--- config.mk ---
export PLATFORM = sky130hd
export DESIGN_NAME = score_tracker_flat
export DESIGN_NICKNAME = d
export VERILOG_FILES = /design/src/rtl/score_tracker_if.sv /design/src/rtl/score_tracker.sv /design/src/flat_wrapper.sv
export SDC_FILE = /design/constraint.sdc
export NUM_CORES = 1
export LEC_CHECK = 0
export ABC_AREA = 0
export ABC_CLOCK_PERIOD_IN_PS = 7700
export CORE_UTILIZATION = 50
export CTS_BUF_LIST = sky130_fd_sc_hd__clkbuf_16
export DETAILED_ROUTE_END_ITERATION = 8
export PLACE_DENSITY = 0.84
export RECOVER_POWER = 25
export SLEW_MARGIN = 20
export SYNTH_ARGS = -nofsm -noshare
export SYNTH_HDL_FRONTEND = slang
export SYNTH_SLANG_ARGS = --single-unit
--- constraint.sdc ---
create_clock -name clk -period 7.7 [get_ports clk]
set_input_delay 2.31 -clock clk [delete_from_list [all_inputs] [get_ports clk]]
set_output_delay 2.31 -clock clk [all_outputs]
set_load 0.01 [all_outputs]
--- src/rtl/score_tracker_if.sv ---
// Signal bundle between score_tracker, the game physics block and the display blocks.
interface score_tracker_if;
  logic        tick;
  logic        start;
  logic [9:0]  bird_y;
  logic [8:0]  p1_x;
  logic [8:0]  p2_x;
  logic [8:0]  p1_gap;
  logic [8:0]  p2_gap;
  logic [1:0]  game_state;
  logic        lost;
  logic [15:0] score_bcd;
  logic [15:0] high_bcd;
  logic        pass_pulse;

  modport master (
    output tick, start, bird_y, p1_x, p2_x, p1_gap, p2_gap,
    input  game_state, lost, score_bcd, high_bcd, pass_pulse
  );

  modport slave (
    input  tick, start, bird_y, p1_x, p2_x, p1_gap, p2_gap,
    output game_state, lost, score_bcd, high_bcd, pass_pulse
  );
endinterface

--- src/rtl/score_tracker.sv ---
// Game rules: collision/pass detection, IDLE/PLAY/LOST FSM, saturating BCD score.
// Define HIGH_SCORE_EN to build the high-score register; otherwise high_bcd is tied to 0.
module score_tracker #(
  parameter int unsigned BIRD_X   = 160,
  parameter int unsigned BIRD_W   = 16,
  parameter int unsigned BIRD_H   = 16,
  parameter int unsigned PILLAR_W = 40,
  parameter int unsigned GAP_H    = 120,
  parameter int unsigned SCREEN_H = 480
) (
  input logic            clk,
  input logic            clr,
  score_tracker_if.slave bus
);

  localparam int unsigned AW = 11;
  localparam int unsigned SW = 16;

  typedef logic [AW-1:0] sum_t;
  typedef enum logic [1:0] {IDLE = 2'd0, PLAY = 2'd1, LOST = 2'd2} state_t;

  state_t        state;
  logic          start_q;
  logic          passed1;
  logic          passed2;
  logic          lost;
  logic          pass_pulse;
  logic [SW-1:0] score_bcd;

  function automatic logic pass_cond(input logic [8:0] px);
    return (sum_t'(px) + sum_t'(PILLAR_W)) <= sum_t'(BIRD_X);
  endfunction

  // Pillar has wrapped back to the right of the bird and may score again.
  function automatic logic wrapped(input logic [8:0] px);
    return sum_t'(px) > sum_t'(BIRD_X + BIRD_W);
  endfunction

  function automatic logic pillar_hit(input logic [8:0] px, input logic [8:0] pgap,
                                      input logic [9:0] by);
    logic x_ovl;
    logic out_gap;
    x_ovl   = (sum_t'(px) <= sum_t'(BIRD_X + BIRD_W - 1)) &&
              ((sum_t'(px) + sum_t'(PILLAR_W - 1)) >= sum_t'(BIRD_X));
    out_gap = (sum_t'(by) < sum_t'(pgap)) ||
              ((sum_t'(by) + sum_t'(BIRD_H)) > (sum_t'(pgap) + sum_t'(GAP_H)));
    return x_ovl && out_gap;
  endfunction

  // Add 0..2 to a 4-digit BCD value; a carry out of the top digit pins it at 9999.
  function automatic logic [SW-1:0] bcd_add_sat(input logic [SW-1:0] v, input logic [1:0] n);
    logic [SW-1:0] r;
    logic [4:0]    d;
    logic [4:0]    c;
    r = v;
    c = 5'(n);
    for (int i = 0; i < 4; i++) begin
      d = 5'(v[i*4 +: 4]) + c;
      if (d > 5'd9) begin
        r[i*4 +: 4] = 4'(d - 5'd10);
        c           = 5'd1;
      end else begin
        r[i*4 +: 4] = d[3:0];
        c           = 5'd0;
      end
    end
    if (c != 5'd0) r = 16'h9999;
    return r;
  endfunction

  logic       start_rise_c;
  logic       p1_pass_c;
  logic       p2_pass_c;
  logic       hit_c;
  logic [1:0] n_pass_c;

  assign start_rise_c = bus.start & ~start_q;
  assign p1_pass_c    = pass_cond(bus.p1_x) & ~passed1;
  assign p2_pass_c    = pass_cond(bus.p2_x) & ~passed2;
  assign n_pass_c     = 2'(p1_pass_c) + 2'(p2_pass_c);
  assign hit_c        = ((sum_t'(bus.bird_y) + sum_t'(BIRD_H)) > sum_t'(SCREEN_H)) ||
                        pillar_hit(bus.p1_x, bus.p1_gap, bus.bird_y) ||
                        pillar_hit(bus.p2_x, bus.p2_gap, bus.bird_y);

  always_ff @(posedge clk or posedge clr) begin
    if (clr) begin
      state      <= IDLE;
      start_q    <= 1'b0;
      passed1    <= 1'b0;
      passed2    <= 1'b0;
      lost       <= 1'b0;
      pass_pulse <= 1'b0;
      score_bcd  <= '0;
    end else begin
      start_q    <= bus.start;
      pass_pulse <= 1'b0;
      case (state)
        IDLE: begin
          if (start_rise_c) begin
            state     <= PLAY;
            score_bcd <= '0;
            // Pillars already behind the bird at launch must not score.
            passed1   <= pass_cond(bus.p1_x);
            passed2   <= pass_cond(bus.p2_x);
          end
        end
        PLAY: begin
          if (bus.tick) begin
            if (p1_pass_c)              passed1 <= 1'b1;
            else if (wrapped(bus.p1_x)) passed1 <= 1'b0;
            if (p2_pass_c)              passed2 <= 1'b1;
            else if (wrapped(bus.p2_x)) passed2 <= 1'b0;
            if (hit_c) begin
              state <= LOST;
              lost  <= 1'b1;
            end else if (n_pass_c != 2'd0) begin
              score_bcd  <= bcd_add_sat(score_bcd, n_pass_c);
              pass_pulse <= 1'b1;
            end
          end
        end
        LOST: begin
          if (start_rise_c) begin
            state <= IDLE;
            lost  <= 1'b0;
          end
        end
        default: begin
          state <= IDLE;
          lost  <= 1'b0;
        end
      endcase
    end
  end

`ifdef HIGH_SCORE_EN
  logic [SW-1:0] high_bcd;
  logic          high_chk;

  // high_chk marks the first cycle in LOST; packed BCD orders like binary.
  always_ff @(posedge clk or posedge clr) begin
    if (clr) begin
      high_bcd <= '0;
      high_chk <= 1'b0;
    end else begin
      high_chk <= (state == PLAY) && bus.tick && hit_c;
      if (high_chk && (score_bcd > high_bcd)) high_bcd <= score_bcd;
    end
  end

  assign bus.high_bcd = high_bcd;
`else
  assign bus.high_bcd = 16'h0000;
`endif

  assign bus.game_state = state;
  assign bus.lost       = lost;
  assign bus.score_bcd  = score_bcd;
  assign bus.pass_pulse = pass_pulse;

endmodule

--- src/flat_wrapper.sv ---
// flat-port wrapper written by rule: the top's interface ports become plain ports
module score_tracker_flat 
#(
  parameter int unsigned BIRD_X   = 160,
  parameter int unsigned BIRD_W   = 16,
  parameter int unsigned BIRD_H   = 16,
  parameter int unsigned PILLAR_W = 40,
  parameter int unsigned GAP_H    = 120,
  parameter int unsigned SCREEN_H = 480
)
  (clk, clr, bus_tick, bus_start, bus_bird_y, bus_p1_x, bus_p2_x, bus_p1_gap, bus_p2_gap, bus_game_state, bus_lost, bus_score_bcd, bus_high_bcd, bus_pass_pulse);
  score_tracker_if bus_i ();
  input logic clk;
  input logic clr;
  input wire logic [$bits(bus_i.tick)-1:0] bus_tick;
  input wire logic [$bits(bus_i.start)-1:0] bus_start;
  input wire logic [$bits(bus_i.bird_y)-1:0] bus_bird_y;
  input wire logic [$bits(bus_i.p1_x)-1:0] bus_p1_x;
  input wire logic [$bits(bus_i.p2_x)-1:0] bus_p2_x;
  input wire logic [$bits(bus_i.p1_gap)-1:0] bus_p1_gap;
  input wire logic [$bits(bus_i.p2_gap)-1:0] bus_p2_gap;
  output wire logic [$bits(bus_i.game_state)-1:0] bus_game_state;
  output wire logic [$bits(bus_i.lost)-1:0] bus_lost;
  output wire logic [$bits(bus_i.score_bcd)-1:0] bus_score_bcd;
  output wire logic [$bits(bus_i.high_bcd)-1:0] bus_high_bcd;
  output wire logic [$bits(bus_i.pass_pulse)-1:0] bus_pass_pulse;
  assign bus_i.tick = bus_tick;
  assign bus_i.start = bus_start;
  assign bus_i.bird_y = bus_bird_y;
  assign bus_i.p1_x = bus_p1_x;
  assign bus_i.p2_x = bus_p2_x;
  assign bus_i.p1_gap = bus_p1_gap;
  assign bus_i.p2_gap = bus_p2_gap;
  assign bus_game_state = bus_i.game_state;
  assign bus_lost = bus_i.lost;
  assign bus_score_bcd = bus_i.score_bcd;
  assign bus_high_bcd = bus_i.high_bcd;
  assign bus_pass_pulse = bus_i.pass_pulse;
  score_tracker #(.BIRD_X(BIRD_X), .BIRD_W(BIRD_W), .BIRD_H(BIRD_H), .PILLAR_W(PILLAR_W), .GAP_H(GAP_H), .SCREEN_H(SCREEN_H)) u_core (.clk(clk), .clr(clr), .bus(bus_i));
endmodule
# Word level (Yosys, flattened, before mapping)
# Cells that the tools add are included.
# Widths: inputs -> output; s select.
[totals]
regBits = 23
in_bits = 50
out_inout_bits = 36
word_cells = 127
[op_classes]
n_addsub = 16
n_lt_le_gt_ge = 17
eq_ne = 10
n_mux = 53
bitwise = 7
n_reduce_logical = 17
[op_table]
columns = ["operator", "count"]
rows = [
  ["$mux 16", 5],
  ["$mux 5", 16],
  ["$add 9x6->10 const B", 4],
  ["$pmux 16 s2", 1],
  ["$ge 11x8->1 const B", 2],
  ["$gt 11x11->1", 2],
  ["$le 11x8->1 const B", 2],
  ["$add 9x7->10 const B", 2],
  ["$gt 5x4->1 const B", 4],
  ["$lt 10x9->1", 2],
  ["$mux 1", 19],
  ["$gt 9x8->1 const B", 2],
  ["$le 9x8->1 const B", 2],
  ["$mux 4", 4],
  ["$reduce_and 4->1", 4],
  ["$sub 4x4->4 const B", 4],
  ["$add 4x5->5", 3],
  ["$add 10x5->11 const B", 1],
  ["$gt 11x9->1 const B", 1],
  ["$mux 2", 4],
  ["$ne 2x1->1 const B", 4],
  ["$ne 3x1->1 const B", 2],
  ["$pmux 2 s3", 1],
  ["$add 4x2->5", 1],
  ["14 further kinds", 28],
]

# Longest topological paths before layout
# Gate-level depths: netlist of run 1.
[logic_depth]
depth_word = 38
ltp_mapped = 32
ltp_nobuf = 32

# Worst setup path after synthesis of run 1
# No wires, ideal clock.
[synth_timing]
path_kind = "input to register"
start = "in bus_p1_x[1]"
end = "reg u_core.score_bcd[14] (netlist: u_core.bus.score_bcd[14])"
setup_time_ns = 0.120
t_arrival_ns = 7.879
slack_ns = -0.299
path_stages = 30
n_path_buf = 0
path_cell_list = "nor3_1 > o21ai_0 > or2_2 > inv_1 > ha_1 > ha_1 > a21o_1 > nand2_1 > xnor2_1 > a21o_1 > a22o_1 > ha_1 > ha_1 > nor2b_1 > a21o_1 > nor2_1 > nor2_1 > ha_1 > ha_1 > inv_1 > a21oi_1 > nand2_1 > a22oi_1 > ha_1 > ha_1 > o21ai_0 > a221oi_1 > o31ai_1 > o311a_2 > a31o_1"
[synth_via]
elab_chain_len = 38
word_cells_on_any_way = 51
cone_classes = "8 x add/sub; 7 x order compare; 2 x eq/ne; 26 x mux; 1 x bitwise; 7 x reduce/logical"
[synth_rtl]
columns = ["item", "line", "text"]
rows = [
  ["start: declaration", "flat_wrapper.sv:18", "input wire logic [$bits(bus_i.p1_x)-1:0] bus_p1_x;"],
  ["$add 9x6->10", "score_tracker.sv:31", "return (sum_t'(px) + sum_t'(PILLAR_W)) <= sum_t'(BIRD_X);"],
  ["$le 11x8->1", "score_tracker.sv:31", ""],
  ["$and 1x1->1", "score_tracker.sv:78", "assign p1_pass_c = pass_cond(bus.p1_x) & ~passed1;"],
  ["$add 1x1->2", "score_tracker.sv:80", "assign n_pass_c = 2'(p1_pass_c) + 2'(p2_pass_c);"],
  ["$add 4x2->5", "score_tracker.sv:58", "d = 5'(v[i*4 +: 4]) + c;"],
  ["$gt 5x4->1", "score_tracker.sv:59", "if (d > 5'd9) begin"],
  ["$mux 1", "score_tracker.sv:59", ""],
  ["$mux 5", "score_tracker.sv:116", "end else if (n_pass_c != 2'd0) begin"],
  ["(+22 left out)", "--", ""],
  ["$mux 5", "score_tracker.sv:108", "if (bus.tick) begin"],
  ["$mux 5", "score_tracker.sv:97", "case (state)"],
  ["$reduce_bool 5->1", "score_tracker.sv:67", "if (c != 5'd0) r = 16'h9999;"],
  ["$mux 16", "score_tracker.sv:67", ""],
  ["$mux 16", "score_tracker.sv:116", ""],
  ["$mux 16", "score_tracker.sv:113", "if (hit_c) begin"],
  ["$mux 16", "score_tracker.sv:108", ""],
  ["$pmux 16 s2", "score_tracker.sv:97", ""],
  ["end signal: assignment", "score_tracker.sv:117", "score_bcd <= bcd_add_sat(score_bcd, n_pass_c);"],
  ["end: declaration", "score_tracker.sv:28", "logic [SW-1:0] score_bcd;"],
]
# Several ways; a longest one is shown, not always the timed one. The select of a mux whose other input is x is not followed.
# A chain may end at the register's enable or synchronous reset.

# Final worst setup path of run 1
[layout_timing]
start = "in bus_p1_x[7]"
end = "reg u_core.score_bcd[14] (netlist: u_core.bus.score_bcd[14])"
# Same word-level chain as after synthesis.

==> flow_metrics.env, run 1 <==
export IMPL_status="completed"
export IMPL_grt_pass1_wl_mm=12.7
export IMPL_fin_nets=592
export IMPL_critical_path_most_common_cell="ha_2"
export IMPL_clock_latency_ns=0.26
export IMPL_crit_end="u_core.bus.score_bcd[14]"
export IMPL_max_freq_mhz=132
export IMPL_clock_power_share=0.243
export IMPL_drt_pass1_iterations=4
export IMPL_placementRows=28
export IMPL_die_y_um=81.6
export IMPL_netlist_area_sq_mm=0.00317
export IMPL_synthToLayoutAreaGrowth_pct=39.2
export IMPL_antenna_left=0
export IMPL_ys_dominant_reg_cell="dfrtp_1"
export IMPL_cts_tree="built"
export IMPL_routed_via_density=5.65
export IMPL_hold_slack_ns=0.493
export IMPL_fp_coreArea_sq_mm=0.00603
export IMPL_p_sw_uw=176
export IMPL_pin_count=86
export IMPL_synth_area_per_cell_sq_um=8.20
export IMPL_layout_common_cells="clkdlybuf4s50_1, buf_4, ha_1, inv_1, nand2_1"
export IMPL_arrival_ns=7.73
export IMPL_intPower_uw=307
export IMPL_vias=3198
export IMPL_p_per_area_mw_per_mm2=110
export IMPL_crit_type="input pin to flip-flop"
export IMPL_dp_hpwl_mm=6.55
export IMPL_yosysUniqueCellTypes=65
export IMPL_grt_usage=0.242
export IMPL_critPathCaptureType="flip-flop"
export IMPL_yosysWarnings=0
export IMPL_cpPeakStageDelay_ns=0.55
export IMPL_overflow=0
export IMPL_cts_sinks=23
export IMPL_maxCapViolCount=0
export IMPL_initial_core_util=0.526
export IMPL_first_global_vias=2963
export IMPL_diodes=0
export IMPL_wl_per_cell_um=14.8
export IMPL_drc_errors=0
export IMPL_seq_power_share=0.301
export IMPL_hold_viol=0
export IMPL_ys_seq_area_frac=0.182
export IMPL_startpoint_type="input pin"
export IMPL_hold_class="flip-flop to flip-flop"
export IMPL_cts_root_buf="clkbuf_16"
export IMPL_synth_edf_count=0
export IMPL_drive_above_1_share=0.193
export IMPL_relSlewSlack=0.411
export IMPL_wirelength_mm=8.35
export IMPL_r2r_start="u_core.passed1"
export IMPL_numCtsBuffers=3
export IMPL_startpoint="bus_p1_x[7]"
export IMPL_p_leak_uw=0.00204
export IMPL_drv_slew=0
export IMPL_rr_worst_depth=26
export IMPL_reg2reg_slack_ns=2.47
export IMPL_worstPathRequired_ns=7.85
export IMPL_final_common_cell="clkdlybuf4s50_1"
export IMPL_port_buffers=69
export IMPL_setup_tns_ns=0
export IMPL_finalSetupViolCount=0
export IMPL_r2r_end="u_core.bus.score_bcd[14]"
export IMPL_ir_worst_vdd_mv=0.0841
export IMPL_swShare=0.364
export IMPL_yosys_top_cells_area="ha_1, dfrtp_1, mux2i_1"
export IMPL_antenna_found_initial=0
export IMPL_die_w_um=81.6
export IMPL_min_period_ns=7.58
export IMPL_numPlacedInstances=558
export IMPL_syn_instance_count=386
export IMPL_drt_iter0_drc=150
export IMPL_final_cells=566
export IMPL_clk_pin_slew_ns=0.06
export IMPL_crit_path_max_fanout=5
export IMPL_combPwrFrac=0.456
export IMPL_dieArea_sq_mm=0.00666
export IMPL_place_gp_congestion=0.906
export IMPL_ctsHoldBuffers=0
export IMPL_grt_max_degree=24
export IMPL_fin_crit_sh=0.984
export IMPL_htreeDepth=1
export IMPL_yosysTopAreaCell="ha_1"
export IMPL_synth_top_cell_area_share=0.194
export IMPL_worst_slew_pin_slew_ns=0.882
export IMPL_synthArstFlopShare=1.00
export IMPL_crit_path_top_delay_cell="fa_2"
export IMPL_final_setup_skew_ns=0.00411
export IMPL_yosys_register_bits=23
export IMPL_clk_path_buf_depth=2
==> worst max-delay path: cells and delay by family <==
kind / cells / cell delay, ns
fa+ha+maj: 9 / 2.09
compound gates: 10 / 1.83
simple gates: 5 / 0.74
buf+inv: 4 / 0.59
mux: 1 / 0.17
==> sequential cells by signal, summed over array words and instances, names as in the netlist <==
signal / cells
u_core.bus.game_state: 2
u_core.bus.lost: 1
u_core.bus.pass_pulse: 1
u_core.bus.score_bcd: 16
u_core.passed1: 1
u_core.passed2: 1
u_core.start_q: 1
==> synthesized netlist by cell type, types with 7 or more instances <==
cell type / instances
inv_1: 39
xnor2_1: 15
a21oi_1: 22
nand2_1: 38
buf_4: 16
a21o_1: 7
nor2_1: 20
ha_1: 49
mux2i_1: 17
nand3_1: 16
nor3_1: 12
o21ai_0: 24
dfrtp_1: 23
==> what timing repair did <==
item | CTS | global route
resized for setup | 9 | 41
pin swaps | 2 | 21
setup buffers | 0 | 5
endpoints found under the setup margin | 15 | 15
==> metrics by stage <==
stage	worst slack (ns)	total power (uW)	instance area (sq um)	utilization
after floorplan	0.0269	283	3260	-
after global placement	-0.223	353	4130	0.686
after detailed placement	-0.385	361	4130	0.686
after CTS	0.0188	477	4250	0.705
after global routing	-0.0384	509	4410	0.732
final	0.120	483	4410	0.732
==> metal layers <==
layer  routed length, um  vias up  track usage
met5                   0        -            0
met2                4500      102        0.470
met4                 199        0       0.0754
li1                    -     1556            -
met3                 309       19       0.0189
met1                3340     1521        0.277
==> worst min path at each step <==
| stage | startpoint | to | slack [ns] | cells past startpoint |
|---|---|---|---|---|
| final | u_core.bus.lost | u_core.bus.lost | 0.49 | 2 |
| after global routing | u_core.passed2 | u_core.passed2 | 0.54 | 1 |
| after CTS | u_core.bus.lost | u_core.bus.lost | 0.50 | 2 |
| after detailed placement | u_core.bus.lost | u_core.bus.lost | 0.49 | 2 |
| after global placement | u_core.bus.lost | u_core.bus.lost | 0.48 | 2 |
| after floorplan | u_core.passed2 | u_core.passed2 | 0.47 | 1 |
==> power by group through the flow <==
stage / Combinational [uW] / Clock, uW / Sequential, uW
3_3_place_gp: 207 / 0 / 146
5_1_grt: 242 / 121 / 146
3_5_place_dp: 214 / 0 / 147
4_1_cts: 216 / 117 / 144
2_1_floorplan: 135 / 0 / 148
6_report: 220 / 118 / 145
==> cell type report <==
class                           instances  area [sq um]
Tap cell                               75          93.8
Sequential cell                        23           576
Clock buffer                            3          75.1
Multi-Input combinational cell        313          2460
Inverter                               39           146
Timing Repair Buffer                  112          1050
Clock inverter                          1          5.00
Fill cell                             427          1620
==> logic make-up (layout without fill, tap and decap cells) <==
| family | count (synthesis) | after routing | synth area share |
|---|---|---|---|
| XOR/XNOR | 20 | 20 | 0.0553 |
| other | 1 | 16 | 0.00118 |
| AND/OR/NAND/NOR | 112 | 112 | 0.181 |
| buffers and inverters | 65 | 155 | 0.109 |
| multiplexers | 17 | 17 | 0.0537 |
| adder cells (fa/ha/maj) | 50 | 50 | 0.200 |
| flip-flops | 23 | 23 | 0.182 |
| AO/OA/AOI/OAI | 98 | 98 | 0.218 |
Power figures use the tool's default switching activity.
==> run 2, diff against run 1 <==
--- a/config.mk
+++ b/config.mk
@@ -7,11 +7,11 @@
 export LEC_CHECK = 0
 export ABC_AREA = 0
 export ABC_CLOCK_PERIOD_IN_PS = 7700
-export CORE_UTILIZATION = 50
+export CORE_UTILIZATION = 45
 export CTS_BUF_LIST = sky130_fd_sc_hd__clkbuf_16
 export DETAILED_ROUTE_END_ITERATION = 8
-export PLACE_DENSITY = 0.84
-export RECOVER_POWER = 25
+export PLACE_DENSITY = 0.77
+export RECOVER_POWER = 50
 export SLEW_MARGIN = 20
 export SYNTH_ARGS = -nofsm -noshare
 export SYNTH_HDL_FRONTEND = slang
==> run 2 against run 1 <==
  * Worst setup slack improved by 0.043 ns
  * Clock skew rose by 0.0027 ns
  * Critical path depth rose by 1
  * Power fell by 1.2%
  * Sequential cell count did not move
  * Critical path type unchanged
  * Critical endpoint unchanged
  * Largest cell class unchanged
  * Largest power group unchanged
  * Highest routed layer unchanged
==> flow_metrics.env, run 2 (synthesis results as in run 1) <==
export IMPL_pin_count=86
export IMPL_clk_pin_slew_ns=0.07
export IMPL_crit_end="u_core.bus.score_bcd[14]"
export IMPL_fill_cells=558
export IMPL_dieArea_sq_mm=0.00738
export IMPL_wirelength_mm=8.12
export IMPL_p_leak_uw=0.00204
export IMPL_startpoint_type="input pin"
export IMPL_die_w_um=85.9
export IMPL_setup_tns_ns=0
export IMPL_largest_register_ffs=16
export IMPL_synthToLayoutAreaGrowth_pct=38.6
export IMPL_drt_pass1_iterations=4
export IMPL_max_freq_mhz=133
export IMPL_port_buffers=69
export IMPL_cts_tree="built"
export IMPL_drv_slew=0
export IMPL_intPower_uw=303
export IMPL_diodes=0
export IMPL_arrival_ns=7.69
export IMPL_largest_register="u_core.bus.score_bcd"
export IMPL_first_global_vias=2966
export IMPL_fp_coreArea_sq_mm=0.00679
export IMPL_antenna_found_initial=0
export IMPL_clock_power_share=0.245
export IMPL_min_period_ns=7.54
export IMPL_dp_hpwl_mm=6.37
export IMPL_status="completed"
export IMPL_r2r_start="u_core.passed1"
export IMPL_seq_power_share=0.304
export IMPL_die_y_um=85.9
export IMPL_wl_per_cell_um=14.0
export IMPL_grt_pass1_wl_mm=12.9
export IMPL_hold_viol=0
export IMPL_final_seq_area_sq_um=576
export IMPL_drive_above_1_share=0.175
export IMPL_p_sw_uw=174
export IMPL_initial_core_util=0.466
export IMPL_place_gp_congestion=0.874
export IMPL_drt_iter0_drc=93
export IMPL_vias=3059
export IMPL_crit_type="input pin to flip-flop"
export IMPL_grt_usage=0.213
export IMPL_critPathCaptureType="flip-flop"
export IMPL_grt_max_degree=24
export IMPL_cpPeakStageDelay_ns=0.57
export IMPL_reg2reg_slack_ns=2.40
export IMPL_clk_path_buf_depth=2
export IMPL_final_setup_skew_ns=0.00676
export IMPL_overflow=0
export IMPL_worst_slew_pin_slew_ns=0.929
export IMPL_numCtsBuffers=3
export IMPL_maxCapViolCount=0
export IMPL_hold_class="flip-flop to flip-flop"
export IMPL_worstPathRequired_ns=7.86
export IMPL_startpoint="bus_p2_x[8]"
export IMPL_p_per_area_mw_per_mm2=109
export IMPL_swShare=0.364
export IMPL_clock_latency_ns=0.26
export IMPL_routed_via_density=5.27
export IMPL_hold_slack_ns=0.488
export IMPL_fin_util=0.646
export IMPL_rr_worst_depth=27
export IMPL_placementRows=30
export IMPL_finalSetupViolCount=0
export IMPL_layout_common_cells="ha_1, clkdlybuf4s50_1, nand2_1, inv_1, buf_4"
export IMPL_relSlewSlack=0.380
export IMPL_combPwrFrac=0.451
export IMPL_cts_sinks=23
export IMPL_cts_root_buf="clkbuf_16"
export IMPL_crit_path_max_fanout=5
export IMPL_critical_path_most_common_cell="ha_2"
export IMPL_multi_input_area_sq_mm=0.00246
export IMPL_fin_nets=586
export IMPL_drc_errors=0
export IMPL_htreeDepth=1
export IMPL_crit_path_top_delay_cell="clkdlybuf4s50_1"
export IMPL_ir_worst_vdd_mv=0.0865
export IMPL_antenna_left=0
export IMPL_r2r_end="u_core.bus.score_bcd[14]"
export IMPL_fin_crit_sh=0.979
-- run 2: cell count changes in the layout (fill, tap and decap cells not counted), moves of 2 or more --
cell | previous run | this run
nand2_2 | 5 | 2
o21ai_2 | 3 | 0
nand2_1 | 34 | 37
buf_4 | 43 | 37
clkdlybuf4s50_1 | 53 | 42
dlymetal6s2s_1 | 14 | 16
o21ai_1 | 5 | 8
dlygate4sd3_1 | 2 | 11
-- run 2: critical path, delay by kind of cell --
kind,cells,cell delay [ns]
AOI/OAI and AO/OA,10,1.91
adders and majority gates,9,2.10
buffers and inverters,3,0.65
and+or+nand+nor,8,0.71
-- run 2: timing repair --
item / 4_1_cts / 5_1_grt
pin swaps: 5 / 23
hold buffers: 0 / 0
setup buffers: 1 / 4
resized for setup: 10 / 39
setup endpoints to repair: 4 / 15
-- run 2: routing by layer --
| metal | up-vias | global-route usage | share of wire |
|---|---|---|---|
| met5 | - | 0 | 0 |
| met1 | 1415 | 0.249 | 0.41 |
| li1 | 1543 | - | - |
| met3 | 17 | 0.0231 | 0.036 |
| met2 | 84 | 0.406 | 0.53 |
| met4 | 0 | 0.0636 | 0.026 |
-- run 2: worst min-delay path by stage --
stage | from | end | slack (ns) | cells after the start
2_1_floorplan | u_core.passed2 | u_core.passed2 | 0.47 | 1
3_3_place_gp | u_core.bus.lost | u_core.bus.lost | 0.48 | 2
3_5_place_dp | u_core.bus.lost | u_core.bus.lost | 0.48 | 2
4_1_cts | u_core.bus.lost | u_core.bus.lost | 0.49 | 2
5_1_grt | u_core.bus.lost | u_core.bus.lost | 0.51 | 2
6_report | u_core.bus.lost | u_core.bus.lost | 0.49 | 2
-- run 2: power by group through the flow --
| stage | Clock (uW) | Combinational (uW) | Sequential, uW |
|---|---|---|---|
| 2_1_floorplan | 0 | 135 | 148 |
| 3_3_place_gp | 0 | 207 | 146 |
| 3_5_place_dp | 0 | 213 | 147 |
| 4_1_cts | 119 | 215 | 145 |
| 5_1_grt | 123 | 237 | 147 |
| 6_report | 117 | 215 | 145 |
-- run 2: area by class of cell --
class                   instances  area share
multi-input cells             313       0.560
repair buffers                106       0.230
flip-flops and latches         23       0.131
inverters                      39      0.0334
well taps                      96      0.0274
clock buffers                   3      0.0171
clock inverters                 1     0.00114
-- run 2: metrics by stage --
step	instances	setup slack (ns)	total power, uW	area, sq um
after global routing	581	-0.110	507	4390
final	581	0.163	477	4390
after CTS	577	0.0103	478	4250
after global placement	572	-0.237	353	4110
after floorplan	401	0.0269	283	3260
after detailed placement	572	-0.432	360	4110
==> run 3, diff against run 2 <==
--- a/config.mk
+++ b/config.mk
@@ -5,14 +5,13 @@
 export SDC_FILE = /design/constraint.sdc
 export NUM_CORES = 1
 export LEC_CHECK = 0
-export ABC_AREA = 0
 export ABC_CLOCK_PERIOD_IN_PS = 7700
 export CORE_UTILIZATION = 45
 export CTS_BUF_LIST = sky130_fd_sc_hd__clkbuf_16
 export DETAILED_ROUTE_END_ITERATION = 8
 export PLACE_DENSITY = 0.77
 export RECOVER_POWER = 50
-export SLEW_MARGIN = 20
+export SLEW_MARGIN = 0
 export SYNTH_ARGS = -nofsm -noshare
 export SYNTH_HDL_FRONTEND = slang
 export SYNTH_SLANG_ARGS = --single-unit
==> results of run 3 <==
Final layout, timing and power as in run 2 (identical DEF).
